<file path="config.mk">
export PLATFORM = sky130hd
export DESIGN_NAME = key_remap_writer_flat
export DESIGN_NICKNAME = d
export VERILOG_FILES = /design/src/rtl/key_remap_writer_if.sv /design/src/rtl/key_remap_writer.sv /design/src/flat_wrapper.sv
export SDC_FILE = /design/constraint.sdc
export NUM_CORES = 1
export LEC_CHECK = 0
export ABC_CLOCK_PERIOD_IN_PS = 4500
export CAP_MARGIN = 5
export CORE_ASPECT_RATIO = 1.5
export CORE_MARGIN = 1
export CORE_UTILIZATION = 25
export CTS_BUF_LIST = sky130_fd_sc_hd__clkbuf_4 sky130_fd_sc_hd__clkbuf_8
export DETAILED_ROUTE_END_ITERATION = 10
export PLACE_DENSITY = 0.48
export REMOVE_ABC_BUFFERS = 1
export SYNTH_ARGS = -nofsm -noshare
export SYNTH_HDL_FRONTEND = slang
export SYNTH_SLANG_ARGS = --single-unit
</file>
<file path="constraint.sdc">
create_clock -name clk -period 4.5 [get_ports clk]
set_clock_uncertainty 0.05 [all_clocks]
set_input_delay 0.9 -clock clk [delete_from_list [all_inputs] [get_ports clk]]
set_output_delay 0.9 -clock clk [all_outputs]
set_load 0.1 [all_outputs]
</file>
<file path="src/rtl/key_remap_writer_if.sv">
// Remap RAM write/read port shared by the key remap programmer and the RAM.
`timescale 1ns/1ps

interface key_remap_writer_if #(
  parameter int unsigned KEY_BITS = 7
);
  logic                ram_rw;
  logic [KEY_BITS-1:0] ram_addr;
  logic [KEY_BITS-1:0] ram_in;
  logic [KEY_BITS-1:0] ram_out;

  modport master (output ram_rw, output ram_addr, output ram_in, input ram_out);
  modport slave  (input ram_rw, input ram_addr, input ram_in, output ram_out);
endinterface

</file>
<file path="src/rtl/key_remap_writer.sv">
// Interactive note-key remap programmer: debounced source/destination key capture,
// one-hot write into the remap RAM, then readback verification.
`timescale 1ns/1ps

module key_remap_writer #(
  parameter int unsigned KEY_BITS        = 7,
  parameter int unsigned DEBOUNCE_CYCLES = 4,
  parameter int unsigned TIMEOUT_CYCLES  = 50000000
) (
  input  logic                clk,
  input  logic                rst,
  input  logic                start,
  input  logic                abort,
  input  logic [KEY_BITS-1:0] keys,
  key_remap_writer_if.master  ram,
  output logic                busy,
  output logic [1:0]          phase,
  output logic                done,
  output logic                err,
  output logic                err_kind
);

  localparam int unsigned SW = $clog2(DEBOUNCE_CYCLES + 1);
  localparam int unsigned TW = $clog2(TIMEOUT_CYCLES + 1);

  typedef enum logic [2:0] {
    S_IDLE, S_WAIT_SRC, S_REL_SRC, S_WAIT_DST, S_REL_DST, S_WRITE, S_READ, S_VERIFY
  } state_t;

  state_t              state_q, state_d;
  logic [SW-1:0]       stab_q, stab_d, stab_inc;
  logic [TW-1:0]       tmo_q, tmo_d, tmo_inc;
  logic [KEY_BITS-1:0] src_q, src_d, dst_q, dst_d, keys_prev_q;
  logic                key_onehot, waiting, qualify;

  logic                ram_rw_q, ram_rw_d, busy_d, done_d, err_d, err_kind_d;
  logic [KEY_BITS-1:0] ram_addr_q, ram_addr_d, ram_in_q, ram_in_d;
  logic [1:0]          phase_d;

  assign ram.ram_rw   = ram_rw_q;
  assign ram.ram_addr = ram_addr_q;
  assign ram.ram_in   = ram_in_q;

  // Saturating increments; both counters stop at their terminal value.
  assign stab_inc   = (stab_q == SW'(DEBOUNCE_CYCLES)) ? stab_q : stab_q + SW'(1);
  assign tmo_inc    = (tmo_q == TW'(TIMEOUT_CYCLES)) ? tmo_q : tmo_q + TW'(1);
  assign key_onehot = (keys != '0) && ((keys & (keys - KEY_BITS'(1))) == '0);
  assign waiting    = (state_q == S_WAIT_SRC) || (state_q == S_WAIT_DST);
  assign qualify    = waiting ? (key_onehot && (keys == keys_prev_q)) : (keys == '0);

  always_ff @(posedge clk or posedge rst) begin
    if (rst) state_q <= S_IDLE;
    else     state_q <= state_d;
  end

  always_comb begin
    state_d    = state_q;
    stab_d     = stab_q;
    tmo_d      = tmo_q;
    src_d      = src_q;
    dst_d      = dst_q;
    done_d     = 1'b0;
    err_d      = 1'b0;
    err_kind_d = 1'b0;

    unique case (state_q)
      S_IDLE: if (start) state_d = S_WAIT_SRC;

      S_WAIT_SRC, S_REL_SRC, S_WAIT_DST, S_REL_DST: begin
        tmo_d = tmo_inc;
        // abort outranks timeout, which outranks press/release acceptance
        if (abort) begin
          state_d = S_IDLE;
        end else if (tmo_inc == TW'(TIMEOUT_CYCLES)) begin
          state_d = S_IDLE;
          err_d   = 1'b1;
        end else if (qualify) begin
          stab_d = stab_inc;
          if (stab_inc == SW'(DEBOUNCE_CYCLES)) begin
            unique case (state_q)
              S_WAIT_SRC: begin state_d = S_REL_SRC; src_d = keys; end
              S_REL_SRC:  state_d = S_WAIT_DST;
              S_WAIT_DST: begin state_d = S_REL_DST; dst_d = keys; end
              default:    state_d = S_WRITE;
            endcase
          end
        end else begin
          stab_d = '0;
        end
      end

      S_WRITE: state_d = S_READ;
      S_READ:  state_d = S_VERIFY;

      S_VERIFY: begin
        state_d = S_IDLE;
        if (ram.ram_out == dst_q) begin
          done_d = 1'b1;
        end else begin
          err_d      = 1'b1;
          err_kind_d = 1'b1;
        end
      end

      default: state_d = S_IDLE;
    endcase

    if (state_d != state_q) begin
      stab_d = '0;
      tmo_d  = '0;
    end

    // Registered outputs are decoded from the state being entered.
    ram_rw_d   = (state_d == S_WRITE);
    ram_addr_d = ((state_d == S_WRITE) || (state_d == S_READ)) ? src_d : '0;
    ram_in_d   = (state_d == S_WRITE) ? dst_d : '0;
    busy_d     = (state_d != S_IDLE);
    unique case (state_d)
      S_WAIT_SRC, S_REL_SRC:      phase_d = 2'd1;
      S_WAIT_DST, S_REL_DST:      phase_d = 2'd2;
      S_WRITE, S_READ, S_VERIFY:  phase_d = 2'd3;
      default:                    phase_d = 2'd0;
    endcase
  end

  always_ff @(posedge clk or posedge rst) begin
    if (rst) begin
      stab_q      <= '0;
      tmo_q       <= '0;
      src_q       <= '0;
      dst_q       <= '0;
      keys_prev_q <= '0;
      ram_rw_q    <= 1'b0;
      ram_addr_q  <= '0;
      ram_in_q    <= '0;
      busy        <= 1'b0;
      phase       <= 2'd0;
      done        <= 1'b0;
      err         <= 1'b0;
      err_kind    <= 1'b0;
    end else begin
      stab_q      <= stab_d;
      tmo_q       <= tmo_d;
      src_q       <= src_d;
      dst_q       <= dst_d;
      keys_prev_q <= keys;
      ram_rw_q    <= ram_rw_d;
      ram_addr_q  <= ram_addr_d;
      ram_in_q    <= ram_in_d;
      busy        <= busy_d;
      phase       <= phase_d;
      done        <= done_d;
      err         <= err_d;
      err_kind    <= err_kind_d;
    end
  end

endmodule

</file>
<file path="src/flat_wrapper.sv">
// flat-port wrapper written by rule: the top's interface ports become plain ports
module key_remap_writer_flat 
#(
  parameter int unsigned KEY_BITS        = 7,
  parameter int unsigned DEBOUNCE_CYCLES = 4,
  parameter int unsigned TIMEOUT_CYCLES  = 50000000
)
  (clk, rst, start, abort, keys, busy, phase, done, err, err_kind, ram_ram_rw, ram_ram_addr, ram_ram_in, ram_ram_out);
  key_remap_writer_if #(.KEY_BITS(KEY_BITS)) ram_i ();
  input  logic clk;
  input  logic rst;
  input  logic start;
  input  logic abort;
  input  logic [KEY_BITS-1:0] keys;
  output logic busy;
  output logic [1:0] phase;
  output logic done;
  output logic err;
  output logic err_kind;
  output wire logic [$bits(ram_i.ram_rw)-1:0] ram_ram_rw;
  output wire logic [$bits(ram_i.ram_addr)-1:0] ram_ram_addr;
  output wire logic [$bits(ram_i.ram_in)-1:0] ram_ram_in;
  input wire logic [$bits(ram_i.ram_out)-1:0] ram_ram_out;
  assign ram_ram_rw = ram_i.ram_rw;
  assign ram_ram_addr = ram_i.ram_addr;
  assign ram_ram_in = ram_i.ram_in;
  assign ram_i.ram_out = ram_ram_out;
  key_remap_writer #(.KEY_BITS(KEY_BITS), .DEBOUNCE_CYCLES(DEBOUNCE_CYCLES), .TIMEOUT_CYCLES(TIMEOUT_CYCLES)) u_core (.clk(clk), .rst(rst), .start(start), .abort(abort), .keys(keys), .ram(ram_i), .busy(busy), .phase(phase), .done(done), .err(err), .err_kind(err_kind));
endmodule
</file>
# == After elaboration in Yosys (flattened, before gate mapping) ==
# Cells that the tools add are included.
# word_totals
regBits,74
word_cells,95
in_bits,18
# classes
n_reduce_logical,15
bitwise,1
addsub,3
n_eq_ne,23
mux,39
# ops
op,count
$mux W7,14
$mux W26,3
$eq A26 B26 Y1 const B,2
$mux W3,11
$eq A3 B3 Y1 const B,10
$add A26 B1 Y26 const B,1
$pmux W3 S5,1
$eq A7 B7 Y1,2
$logic_not A7 Y1,2
$eq A3 B2 Y1 const B,4
$pmux W3 S3,1
$and A7 B7 Y7,1
$mux W1,7
$reduce_bool A7 Y1,1
$sub A7 B1 Y7 const B,1
$eq A3 B1 Y1 const B,2
$pmux W2 S3,1
$reduce_or A2 Y1,2
$reduce_or A4 Y1,1
$add A3 B1 Y3 const B,1
$logic_not A3 Y1,1
$ne A3 B3 Y1,1
$reduce_and A3 Y1,1
$reduce_bool A3 Y1,1
other kinds (7),9

# == Depth between registers and ports, before layout ==
# Gate-level depths: netlist (run 1).
# depth
word_depth,13
depth_mapped,13
ltp_nobuf,10

# == Least setup slack after synthesis (run 1) ==
# Ideal clock, no wire load.
# synth_timing
path_kind,input -> register
startpoint,input keys[3]
endpoint,register u_core.dst_q[0]
path_stages,8
t_required_ns,4.325
setup_ns,0.125
arrival_ns,3.010
setup_slack_ns,1.315
cell_sequence,or4bb_1 -> o31ai_1 -> nand4_1 -> o21ai_1 -> nand2_1 -> or4_1 -> buf_6 -> mux2_4
# synth_between
elab_chain_cells,10
elab_cells_between_ends,13
# synth_lines
element,line,source
from (decl),flat_wrapper.sv:14,input logic [KEY_BITS-1:0] keys;
$sub A7 B1 Y7,key_remap_writer.sv:47,assign key_onehot = (keys != '0) && ((keys & (keys - KEY_BITS'(1))) == '0);
$and A7 B7 Y7,key_remap_writer.sv:47,
$logic_not A7 Y1,key_remap_writer.sv:47,
$logic_and A1 B1 Y1,key_remap_writer.sv:47,
$logic_and A1 B1 Y1,key_remap_writer.sv:49,assign qualify = waiting ? (key_onehot && (keys == keys_prev_q)) : (keys == '0);
$mux W1 *,key_remap_writer.sv:49,
$mux W7 *,key_remap_writer.sv:77,end else if (qualify) begin
$mux W7 *,key_remap_writer.sv:74,end else if (tmo_inc == TW'(TIMEOUT_CYCLES)) begin
$mux W7 *,key_remap_writer.sv:72,if (abort) begin
$mux W7 *,key_remap_writer.sv:66,unique case (state_q)
via u_core.dst_d[0],key_remap_writer.sv:33,"logic [KEY_BITS-1:0] src_q, src_d, dst_q, dst_d, keys_prev_q;"
to (signal assigned),key_remap_writer.sv:145,dst_q <= dst_d;
to (decl),key_remap_writer.sv:33,
# Mark *: on every way through the listed nets, which the timed path passes. The rest lies on a longest branch.
# A chain may end at the register's enable or synchronous reset.

# == Worst setup path in the final report (run 1) ==
# layout_timing
startpoint,register u_core.tmo_q[1]
endpoint,register u_core.dst_q[0]
# layout_between
elab_chain_cells,6
elab_cells_between_ends,7
# layout_lines
element,line,source
from (decl),key_remap_writer.sv:32,"logic [TW-1:0] tmo_q, tmo_d, tmo_inc;"
from (signal assigned),key_remap_writer.sv:143,tmo_q <= tmo_d;
$add A26 B1 Y26 or $eq A26 B26 Y1 (tied branches),key_remap_writer.sv:46,assign tmo_inc = (tmo_q == TW'(TIMEOUT_CYCLES)) ? tmo_q : tmo_q + TW'(1);
$mux W26 *,key_remap_writer.sv:46,
$eq A26 B26 Y1 *,key_remap_writer.sv:74,
$mux W7 *,key_remap_writer.sv:74,
$mux W7 *,key_remap_writer.sv:72,
$mux W7 *,key_remap_writer.sv:66,
via u_core.dst_d[0],key_remap_writer.sv:33,
# Marked as above.

==> flow_metrics.py, run 1 <==
metrics = {
    "power_and_ir_drop": {
        "ir_drop_mv": 0.1669,
        "power_density_nw_per_um2": 305.4,
        "p_total_uw": 1534,
        "p_leak_uw": 0.002056,
    },
    "routing": {
        "vias_per_cell": 4.960,
        "vias": 3318,
        "drt_wl_total_um": 10820,
        "drtIter0Drc": 101,
        "first_pass_iters": 4,
        "wl_per_cell_um": 16.17,
        "route.detailed.drc": 0,
        "postRouteAntennaNets": 0,
    },
    "grt": {
        "overflow": 0,
        "grt_pass1_vias": 3401,
        "gr-usage-met2": 0.2374,
        "antenna_found_initial": 0,
        "use_met1": 0.1429,
        "grt_max_degree": 46,
        "grtUsageMet3": 0.02623,
        "grt_first_pass_wirelength_um": 17620,
        "gr-max-usage-layer": "met2",
        "grtUsageTotal": 0.1315,
    },
    "floorplanning": {
        "num_io_pins": 39,
        "initial_utilization": 0.2583,
        "dieArea_sq_um": 17410,
        "dieHeight_um": 161.1,
        "fp.coreArea_sq_um": 16330,
        "row_count": 57,
        "die_w_um": 108.1,
    },
    "layout": {
        "layout-drive-gt1-share": 0.1274,
        "regArea_sq_um": 1852,
        "fillerInstances": 1679,
        "multi_input_area_sq_um": 2173,
        "syn2layout_area_growth_pct": 19.07,
        "finalNetCount": 480,
        "stdcell_area_sq_um": 5022,
        "layoutNonFillerInstCount": 669,
        "n_antenna_cell": 0,
    },
    "sta": {
        "finalCritPeriodShare": 0.8036,
        "period_minus_slack_ns": 3.616,
        "max_freq_mhz": 276.5,
        "setup_violations": 0,
        "hold-worst-slack_ns": 0.4618,
        "hold_viol_final": 0,
        "rsz0062_at_grt": "false",
        "worstMarginPinSlew_ns": 1.025,
        "slew-limit-headroom": 0.3147,
        "fin_tns_setup_ns": 0,
        "drv_slew": 0,
    },
    "cts": {
        "post_cts_buffers": 0,
        "cts_root_buf": "clkbuf_8",
        "cts_buffers": 9,
        "cts.sinks": 74,
        "cts_resized": 0,
        "tritoncts": "built",
        "cts_max_level": 3,
        "cts_buffer_depth": 2,
        "clk_latency_ns": 0.36,
        "clk_pin_slew_ns": 0.09,
        "holdBufCountCts": 0,
    },
    "yosys": {
        "synth_top_area_share": 0.4390,
        "synth-edff-count": 0,
        "yosys.area.top_type": "dfrtp_1",
        "synth_cell_types": 68,
        "yosysWarnings": 0,
        "synthFlopType": "dfrtp_1",
        "synth-seq-cells": 74,
        "synth-async-reset-ratio": 1.000,
        "syn_area_per_cell_sq_um": 9.832,
        "netlist_instances": 429,
        "synth_top_cells_by_area": "dfrtp_1, xor2_1, a21oi_1",
        "syn-cell-area_sq_um": 4218,
        "synth_common_cells": "dfrtp_1, a21oi_1, nor2_1",
        "yosysSeqAreaShare": 0.4390,
        "synth.most_common_cell": "dfrtp_1",
    },
    "setup_path": {
        "criticalPathCategory": "flip-flop to flip-flop",
        "critical-path-max-stage-delay_ns": 0.58,
        "critical-path-top-delay-family": "simple AND/OR/NAND/NOR gates",
        "required_ns": 4.69,
        "crit_path_max_fanout": 10,
        "crit_chain": "ha_1 > nand4_1 > nor3_1 > a31o_2 > o211ai_1 > or4_4 > o21ai_2 > or4_1 > mux2_4",
        "critPathArrivalTime_ns": 3.81,
        "crit_buf_inv": 0,
        "critPathSlowestCell": "or4_4",
        "critPathCaptureType": "flip-flop",
        "startpoint_type": "flip-flop",
    },
    "placement": {
        "place_area_sq_um": 4776,
        "dpl.hpwl_um": 7907,
        "io_buffers": 38,
        "gp_congestion": 0.8575,
        "place_inst": 653,
    },
    "min_path": {
        "hold_class": "flip-flop to flip-flop",
    },
    "run": {
        "maxCapViolCount": 0,
    },
    "outcome": {
        "status": "complete, no violations",
    },
}
## layout by cell type (no fill, tap or decap), types with 8 or more instances in the layout
master / Yosys / final
and3_1: 11 / 11
inv_1: 14 / 13
dfrtp_1: 74 / 74
nor2_1: 27 / 27
a21oi_1: 33 / 33
and2_1: 11 / 11
nand3_1: 18 / 18
xnor2_1: 18 / 18
nand4_1: 17 / 17
xor2_1: 21 / 21
nor3_1: 9 / 9
clkbuf_8: 0 / 9
buf_4: 2 / 8
clkdlybuf4s50_1: 0 / 38
nor4_1: 8 / 8
nand2_1: 25 / 25
## worst paths after layout
path	start	to	slack (ns)	cells after the start
max reg2reg	u_core.tmo_q[1]	u_core.dst_q[0]	0.88	9
max	u_core.tmo_q[1]	u_core.dst_q[0]	0.88	9
min	u_core.src_q[6]	u_core.src_q[6]	0.46	1
min in group asynchronous	rst	u_core.tmo_q[19]	1.06	2
max in group asynchronous	rst	u_core.src_q[1]	2.54	3
min reg2reg	u_core.src_q[6]	u_core.src_q[6]	0.46	1
## state kept, by name (all words and copies together), names as in the netlist, 2 cells and up
register,flops
u_core.src_q,7
u_core.state_q,3
u_core.ram.ram_in,7
u_core.ram.ram_addr,7
u_core.dst_q,7
u_core.stab_q,3
u_core.tmo_q,26
u_core.phase,2
u_core.keys_prev_q,7
## metrics by stage
step                setup WS (ns)    util
floorplan                   1.102       -
global placement           0.6308  0.2924
detailed placement         0.5715  0.2924
CTS                        0.8700  0.3075
global route               0.6218  0.3075
finish                     0.8838  0.3075
## cell families after synthesis
kind of cell | count (synthesis) | share of synthesized area
xor gates and xnor gates | 39 | 0.08099
buffers and inverters | 42 | 0.04568
DFF | 74 | 0.4390
AOI/OAI and AO/OA | 88 | 0.1433
and+or+nand+nor | 165 | 0.2284
muxes | 17 | 0.05073
adders and majority gates | 4 | 0.01187
## per-layer routing
layer,share of wire,up-vias
li1,-,1604
met1,0.40,1603
met2,0.53,83
met3,0.036,28
met4,0.034,0
met5,0,-
## area by class of cell
cell class | count | share of cell area
flip-flops and latches | 74 | 0.3687
clock inverters | 7 | 0.02441
inverters | 14 | 0.01046
clock buffers | 9 | 0.02466
well taps | 206 | 0.05132
repair buffers | 46 | 0.08769
multi-input cells | 313 | 0.4327
## report_power, final
part / internal [uW] / total, uW / switching [uW] / leakage [uW]
logic: 62.7 / 183 / 120 / 0.000930
registers: 677 / 698 / 21.5 / 0.00101
clock network: 372 / 653 / 281 / 0.000116
total: 1110 / 1530 / 422 / 0.00206
No activity file was read; power rests on OpenSTA's default activity.
==> run 2, diff against run 1 <==
ABC_CLOCK_PERIOD_IN_PS = 2900   (was 4500)
PLACE_DENSITY = 0.5   (was 0.48)
clock period = 2.9 ns   (was 4.5 ns; I/O delays follow)
==> run 2 against run 1 <==
First-iteration DRC count grew 9.9%. Final cell count grew 15%. Combinational power grew 140%. Die area is the same. Sequential cell count is the same. The flow now finishes with violations (setup timing). Non-clock buffer count grew 102. Worst hold slack lost 0.0055 ns. Design area grew 20%. Total power grew 64%. Sequential power grew 52%. Critical endpoint unchanged. Count of clock-buffer cells in the layout grew 1. Largest cell class unchanged. Via count grew 15%.
==> flow_metrics.py, run 2 (same netlist as run 1, synthesis figures left out) <==
metrics = {
    "grt": {
        "grtUsageTotal": 0.1486,
        "grt_max_degree": 75,
        "overflow": 0,
        "grt_first_pass_wirelength_um": 19870,
        "grt_pass1_vias": 4132,
        "antenna_found_initial": 0,
    },
    "routing": {
        "wl_per_cell_um": 16.44,
        "vias": 3830,
        "drtIter0Drc": 111,
        "route.detailed.drc": 0,
        "vias_per_cell": 4.968,
        "postRouteAntennaNets": 0,
        "drt_wl_total_um": 12670,
        "first_pass_iters": 4,
    },
    "layout": {
        "fillerInstances": 1595,
        "mostFrequentLayoutCells": "buf_4, dfrtp_1, a21oi_1",
        "finalNetCount": 582,
        "layout-drive-gt1-share": 0.3699,
        "regMostFlops": "u_core.tmo_q",
        "syn2layout_area_growth_pct": 42.60,
        "largest_reg_flops": 26,
        "n_antenna_cell": 0,
        "final_common_cell": "buf_4",
    },
    "floorplanning": {
        "num_io_pins": 39,
        "initial_utilization": 0.2583,
        "die_w_um": 108.1,
        "dieArea_sq_um": 17410,
        "fp.coreArea_sq_um": 16330,
        "row_count": 57,
        "dieHeight_um": 161.1,
    },
    "setup_path": {
        "required_ns": 3.10,
        "startpoint_type": "flip-flop",
        "critPathCaptureType": "flip-flop",
        "critPathArrivalTime_ns": 3.23,
        "criticalPathCategory": "flip-flop to flip-flop",
        "crit_path_max_fanout": 7,
    },
    "cts": {
        "clk_pin_slew_ns": 0.08,
        "clk_latency_ns": 0.36,
        "cts.sinks": 74,
        "tritoncts": "built",
        "cts_max_level": 3,
        "cts_buffers": 9,
        "holdBufCountCts": 0,
        "cts_root_buf": "clkbuf_8",
        "cts_buffer_depth": 2,
    },
    "sta": {
        "period_minus_slack_ns": 3.030,
        "max_freq_mhz": 330.0,
        "hold_viol_final": 0,
        "worstMarginPinSlew_ns": 0.4357,
        "rsz0062_at_grt": "true",
        "slew-limit-headroom": 0.7073,
        "final.setup.worst_slack_ns": -0.1305,
        "setup_violations": 54,
        "drv_slew": 0,
        "finalCritPeriodShare": 1.045,
        "hold-worst-slack_ns": 0.4563,
        "fin_tns_setup_ns": -3.186,
    },
    "placement": {
        "io_buffers": 38,
        "dpl.hpwl_um": 8935,
        "gp_congestion": 0.9133,
    },
    "outcome": {
        "violations": "setup timing",
        "status": "finished, violations left",
    },
    "run": {
        "maxCapViolCount": 0,
    },
    "power_and_ir_drop": {
        "p_total_uw": 2512,
        "power_density_nw_per_um2": 417.7,
        "p_leak_uw": 0.002701,
        "ir_drop_mv": 0.3065,
    },
    "min_path": {
        "hold_class": "flip-flop to flip-flop",
    },
}
run 2: changes by cell type in the layout (fill, tap and decap cells not counted), moves of 4 or more:
cell	change
clkdlybuf4s50_1	-21
buf_4	+110
buf_12	+4
buf_6	+8
run 2: area by class of cell:
class                   instances  area, sq um  share of cell area
clock buffers                  10        131.4             0.02184
clock inverters                 6        112.6             0.01872
inverters                      14        52.55            0.008737
multi-input cells             313         2357              0.3919
flip-flops and latches         74         1852              0.3079
well taps                     206        257.7             0.04285
repair buffers                148         1251              0.2080
run 2: layer usage:
| metal | track usage | part of all wire | up-vias |
|---|---|---|---|
| met5 | 0 | 0 | - |
| met4 | 0.06974 | 0.039 | 0 |
| met3 | 0.02744 | 0.029 | 29 |
| met2 | 0.2834 | 0.55 | 73 |
| met1 | 0.1514 | 0.38 | 1918 |
| li1 | - | - | 1810 |
run 2: worst paths after layout:
check	startpoint	to	slack (ns)	cells after the start
hold / removal	u_core.src_q[0]	u_core.src_q[0]	0.46	1
hold reg to reg	u_core.src_q[0]	u_core.src_q[0]	0.46	1
max in group asynchronous	rst	u_core.tmo_q[11]	1.89	3
setup reg to reg	u_core.tmo_q[0]	u_core.dst_q[0]	-0.13	10
setup / recovery	u_core.tmo_q[0]	u_core.dst_q[0]	-0.13	10
min in group asynchronous	rst	u_core.tmo_q[12]	0.56	3
run 2: power by group:
| group | internal [uW] | total (uW) | leakage (uW) | switching, uW |
|---|---|---|---|---|
| combinational | 190 | 446 | 0.00157 | 256 |
| sequential | 1050 | 1060 | 0.00101 | 12.6 |
| clock | 585 | 1000 | 0.000124 | 419 |
run 2: what timing repair did:
action                     4_1_cts  5_1_grt
pin swaps                       20       19
buffers inserted                12       10
cloned                           0        2
setup endpoints to repair       64       65
gates resized for setup         25       21
run 2: through the flow:
stage | worst slack [ns] | instances | util | cell area, sq um
floorplan | -0.4976 | 401 | - | 4078
global placement | -0.2580 | 734 | 0.3295 | 5381
detailed placement | -0.3139 | 734 | 0.3295 | 5381
CTS | -0.04881 | 762 | 0.3568 | 5827
global route | -0.2360 | 771 | 0.3683 | 6015
finish | -0.1305 | 771 | 0.3683 | 6015
run 2: worst max-delay path, cell delays in order, from the launching register on:
cell and delay, ns:
dfrtp_1 0.38, ha_2 0.20, buf_4 0.11, nand4_1 0.12, or3_4 0.43, or4_4 0.42
nand4_1 0.13, a211o_2 0.15, o21ai_4 0.06, or4_4 0.52, mux2_4 0.33
==> run 3, diff against run 2 <==
CORE_MARGIN = 2   (was 1)
==> run 3 against run 2 <==
The run still ends with setup timing left. Combinational power down 10%. Register-to-register slack better by 0.06 ns. Total power is 6.9% lower. Clock power decreased by 13%. Sequential power about the same. Routed wire length is 3.3% lower. Worst hold slack better by 0.00075 ns. Count of clock-buffer cells in the layout unchanged. First-iteration DRC count increased by 6.3%. Sequential cell count is the same.
==> flow_metrics.py, run 3 (same netlist as run 1, synthesis figures left out) <==
metrics = {
    "sta": {
        "fin_tns_setup_ns": -0.6926,
        "final.setup.worst_slack_ns": -0.06939,
        "setup_violations": 16,
        "finalCritPeriodShare": 1.024,
        "hold_viol_final": 0,
        "rsz0062_at_grt": "true",
        "slew-limit-headroom": 0.6445,
        "drv_slew": 0,
        "worstMarginPinSlew_ns": 0.5333,
        "max_freq_mhz": 336.8,
        "hold-worst-slack_ns": 0.4570,
        "period_minus_slack_ns": 2.969,
    },
    "grt": {
        "antenna_found_initial": 0,
        "grt_max_degree": 43,
        "overflow": 0,
        "grt_first_pass_wirelength_um": 19900,
        "grt_pass1_vias": 4009,
        "grtUsageTotal": 0.1435,
    },
    "layout": {
        "layout-drive-gt1-share": 0.3631,
        "fillerInstances": 1685,
        "regMostFlops": "u_core.tmo_q",
        "multi_input_area_sq_um": 2422,
        "stdcell_area_sq_um": 5862,
        "finalNetCount": 565,
        "n_antenna_cell": 0,
        "regArea_sq_um": 1853,
        "syn2layout_area_growth_pct": 38.98,
        "final_common_cell": "buf_4",
        "mostFrequentLayoutCells": "buf_4, dfrtp_1, a21oi_1",
        "largest_reg_flops": 26,
    },
    "routing": {
        "wl_per_cell_um": 16.17,
        "vias_per_cell": 4.947,
        "postRouteAntennaNets": 0,
        "first_pass_iters": 6,
        "route.detailed.drc": 0,
        "drtIter0Drc": 118,
        "drt_wl_total_um": 12260,
        "vias": 3750,
    },
    "placement": {
        "dpl.hpwl_um": 8916,
        "io_buffers": 38,
        "gp_congestion": 0.8733,
        "place_area_sq_um": 5316,
    },
    "setup_path": {
        "critPathCaptureType": "flip-flop",
        "crit_path_max_fanout": 7,
        "critPathMostFrequentCell": "or4_4",
        "critPathSlowestCell": "or4_4",
        "criticalPathCategory": "flip-flop to flip-flop",
        "critical-path-max-stage-delay_ns": 0.52,
        "startpoint_type": "flip-flop",
        "required_ns": 3.10,
        "crit_chain": "nand4_4 > or3_4 > or4_4 > nand4_1 > a211o_2 > o21ai_4 > or4_4 > mux2_4",
        "critPathArrivalTime_ns": 3.17,
    },
    "outcome": {
        "violations": "setup timing",
        "status": "finished, violations left",
    },
    "floorplanning": {
        "fp.coreArea_sq_um": 16620,
        "num_io_pins": 39,
        "die_w_um": 110.1,
        "dieArea_sq_um": 17950,
        "dieHeight_um": 163.1,
        "row_count": 58,
        "initial_utilization": 0.2538,
    },
    "power_and_ir_drop": {
        "power_density_nw_per_um2": 398.8,
        "p_leak_uw": 0.002591,
        "ir_drop_mv": 0.2478,
    },
    "cts": {
        "clk_latency_ns": 0.36,
        "cts_max_level": 3,
        "clk_pin_slew_ns": 0.09,
        "cts_buffers": 9,
        "cts_buffer_depth": 2,
        "tritoncts": "built",
        "cts_root_buf": "clkbuf_8",
        "cts.sinks": 74,
        "holdBufCountCts": 0,
    },
    "run": {
        "maxCapViolCount": 0,
    },
    "min_path": {
        "hold_class": "flip-flop to flip-flop",
    },
}
==> run 3: worst paths after layout <==
path | startpoint | endpoint | slack, ns | cells past startpoint
setup / recovery | u_core.tmo_q[8] | u_core.dst_q[5] | -0.07 | 8
hold / removal | u_core.src_q[2] | u_core.src_q[2] | 0.46 | 1
setup reg to reg | u_core.tmo_q[8] | u_core.dst_q[5] | -0.07 | 8
hold reg to reg | u_core.src_q[2] | u_core.src_q[2] | 0.46 | 1
max in group asynchronous | rst | u_core.ram.ram_addr[2] | 1.75 | 3
min in group asynchronous | rst | u_core.tmo_q[20] | 0.64 | 3
==> run 3: critical path: cells and delay by family, from the launching register on <==
kind / cells / cell delay [ns]
flops: 1 / 0.49
simple gates: 5 / 1.75
compound gates: 2 / 0.22
mux: 1 / 0.33
==> run 3: power breakdown <==
| part | internal (uW) | switching [uW] | leakage, uW |
|---|---|---|---|
| combinational | 161 | 240 | 0.00148 |
| clock | 430 | 443 | 0.000103 |
| sequential | 1050 | 13.2 | 0.00101 |
| total | 1640 | 697 | 0.00259 |
==> run 3: cell type report <==
| cell class | instances | area share |
|---|---|---|
| multi-input combinational | 313 | 0.4132 |
| sequential | 74 | 0.3161 |
| timing repair buffer | 131 | 0.1810 |
| tap | 210 | 0.04482 |
| clock buffer | 10 | 0.02348 |
| clock inverter | 6 | 0.01238 |
| inverter | 14 | 0.008965 |
==> run 3: through the flow <==
step | instances | util | power [uW] | setup WS [ns]
after detailed placement | 732 | 0.3199 | 1455 | -0.3196
final | 758 | 0.3527 | 2338 | -0.06939
after floorplan | 401 | - | 1271 | -0.4976
after CTS | 753 | 0.3415 | 2344 | -0.1157
after global routing | 758 | 0.3527 | 2442 | -0.1433
after global placement | 732 | 0.3199 | 1450 | -0.3106
==> run 3: per-layer routing <==
layer  wire length (um)  track usage  share of wire
met1               4702       0.1533           0.38
met2               6823       0.2677           0.56
met3                318      0.02235          0.026
met4                414      0.06732          0.034
met5                  0            0              0
==> run 3: what timing repair did <==
item	CTS	global route
endpoints found under the setup margin	64	65
buffers inserted	7	6
gates resized for setup	25	29
pin swaps	11	26
==> edit, RTL diff (settings of run 2) <==
`DEBOUNCE_CYCLES` is set to 4 in 2 places; all go to 8.
--- a/src/rtl/key_remap_writer.sv
+++ b/src/rtl/key_remap_writer.sv
@@ -4,7 +4,7 @@
 
 module key_remap_writer #(
   parameter int unsigned KEY_BITS        = 7,
-  parameter int unsigned DEBOUNCE_CYCLES = 4,
+  parameter int unsigned DEBOUNCE_CYCLES = 8,
   parameter int unsigned TIMEOUT_CYCLES  = 50000000
 ) (
   input  logic                clk,
--- a/src/flat_wrapper.sv
+++ b/src/flat_wrapper.sv
@@ -2,7 +2,7 @@
 module key_remap_writer_flat 
 #(
   parameter int unsigned KEY_BITS        = 7,
-  parameter int unsigned DEBOUNCE_CYCLES = 4,
+  parameter int unsigned DEBOUNCE_CYCLES = 8,
   parameter int unsigned TIMEOUT_CYCLES  = 50000000
 )
   (clk, rst, start, abort, keys, busy, phase, done, err, err_kind, ram_ram_rw, ram_ram_addr, ram_ram_in, ram_ram_out);
Function: changed (Yosys sat finds a counterexample within 10 cycles, from zero or initial values and one cycle with rst high).
==> edit against run 2 <==
The run still ends with negative setup slack left; routed wire length decreased by 1.6%; non-clock buffer count fell by 5; critical endpoint is now u_core.busy$_DFF_PP0_; synthesized area decreased by 0.27%; sequential cell count increased by 1; design area up 0.48%; worst setup slack worse by 0.11 ns; critical path type unchanged.
Power is not compared: it rests on default switching activity, and its combinational part moved more than twofold at a synthesized area within 25%.
==> edit: results (changes against run 2) <==
[synthesis]
ys_seq_area_frac = 0.446  ; +0.00712
synthMuxAreaShare = 0.0470  ; -0.00373
synthTopCellsByCount = 75 x dfrtp_1, 33 x nor2_1, 30 x a21oi_1
yosys.area_share.adder = 0.0119  ; +0.0000318
synth_xor_area_frac = 0.0958  ; +0.0148
synth_compound_area_frac = 0.145  ; +0.00217
syn_area_per_cell_sq_um = 9.67  ; -1.6%
yosysUniqueCellTypes = 57  ; -16%

[sta]
tns_ns = -7.71  ; -4.52 ns
holdWs_ns = 0.446  ; -0.0103 ns
setup_ws_ns = -0.236  ; -0.106 ns
finalSetupViolCount = 62  ; +15%
tightest_slew_ns = 0.542  ; +0.106 ns

[global_route]
grt_max_degree = 54  ; -28%
gr-usage-all-layers = 0.153  ; +0.00449
grt_pass1_vias = 4022  ; -2.7%

[setup_path]
worst_r2r_path_depth = 10  ; unchanged
critPathCapture = u_core.busy$_DFF_PP0_
crit_arrival_ns = 3.33  ; +0.10 ns
crit_path_start = u_core.tmo_q[1]$_DFFE_PP0P_
r2r_slack_ns = -0.24  ; -0.11 ns

[placed_design]
gp_congestion = 0.857  ; -6.2%
placedCellCount = 736  ; +0.27%
pre_cts_ws_ns = -0.459  ; -0.145 ns
dp_hpwl_um = 8910  ; -0.30%

[min_path]
hold_depth = 1  ; unchanged
worstHoldStart = u_core.src_q[4]$_DFF_PP0_
hold_path_end = u_core.src_q[4]$_DFF_PP0_

[status]
violations = negative setup slack
status = finished with violations

[final_layout]
stdcell_count = 774  ; +0.39%
drive_gt1_frac = 0.335  ; -0.0354
fill_cells = 1636  ; +2.6%
fin_nets = 585  ; +0.52%

[detailed_routing]
drtIter0Drc = 177  ; +59%
drt-vias-per-instance = 4.92  ; -0.88%

-- edit: layer usage --
metal  global-route usage  vias up  wire (um)
li1                     -     1808          -
met1                0.163     1883       4890
met2                0.284       87       6790
met3               0.0260       33        344
met4               0.0760        0        441
met5                    0        -          0
-- edit: cell type report --
cell class / instances / area (sq um) / area share
clock buffer: 9 / 124 / 0.0205
clock inverter: 7 / 124 / 0.0205
inverter: 16 / 60.1 / 0.00994
multi-input combinational: 318 / 2340 / 0.387
sequential: 75 / 1880 / 0.311
tap: 206 / 258 / 0.0427
timing repair buffer: 143 / 1260 / 0.208
-- edit: timing repair --
action | 4_1_cts | 5_1_grt
gates cloned | 3 | 1
setup endpoints to repair | 66 | 66
buffers inserted | 10 | 8
gates resized for setup | 30 | 21
pin swaps | 12 | 8
-- edit: report_power, final --
part           internal (uW)  leakage (uW)  switching, uW
clock network            578      0.000120            445
logic                    377       0.00154            537
registers               1090       0.00102           20.3
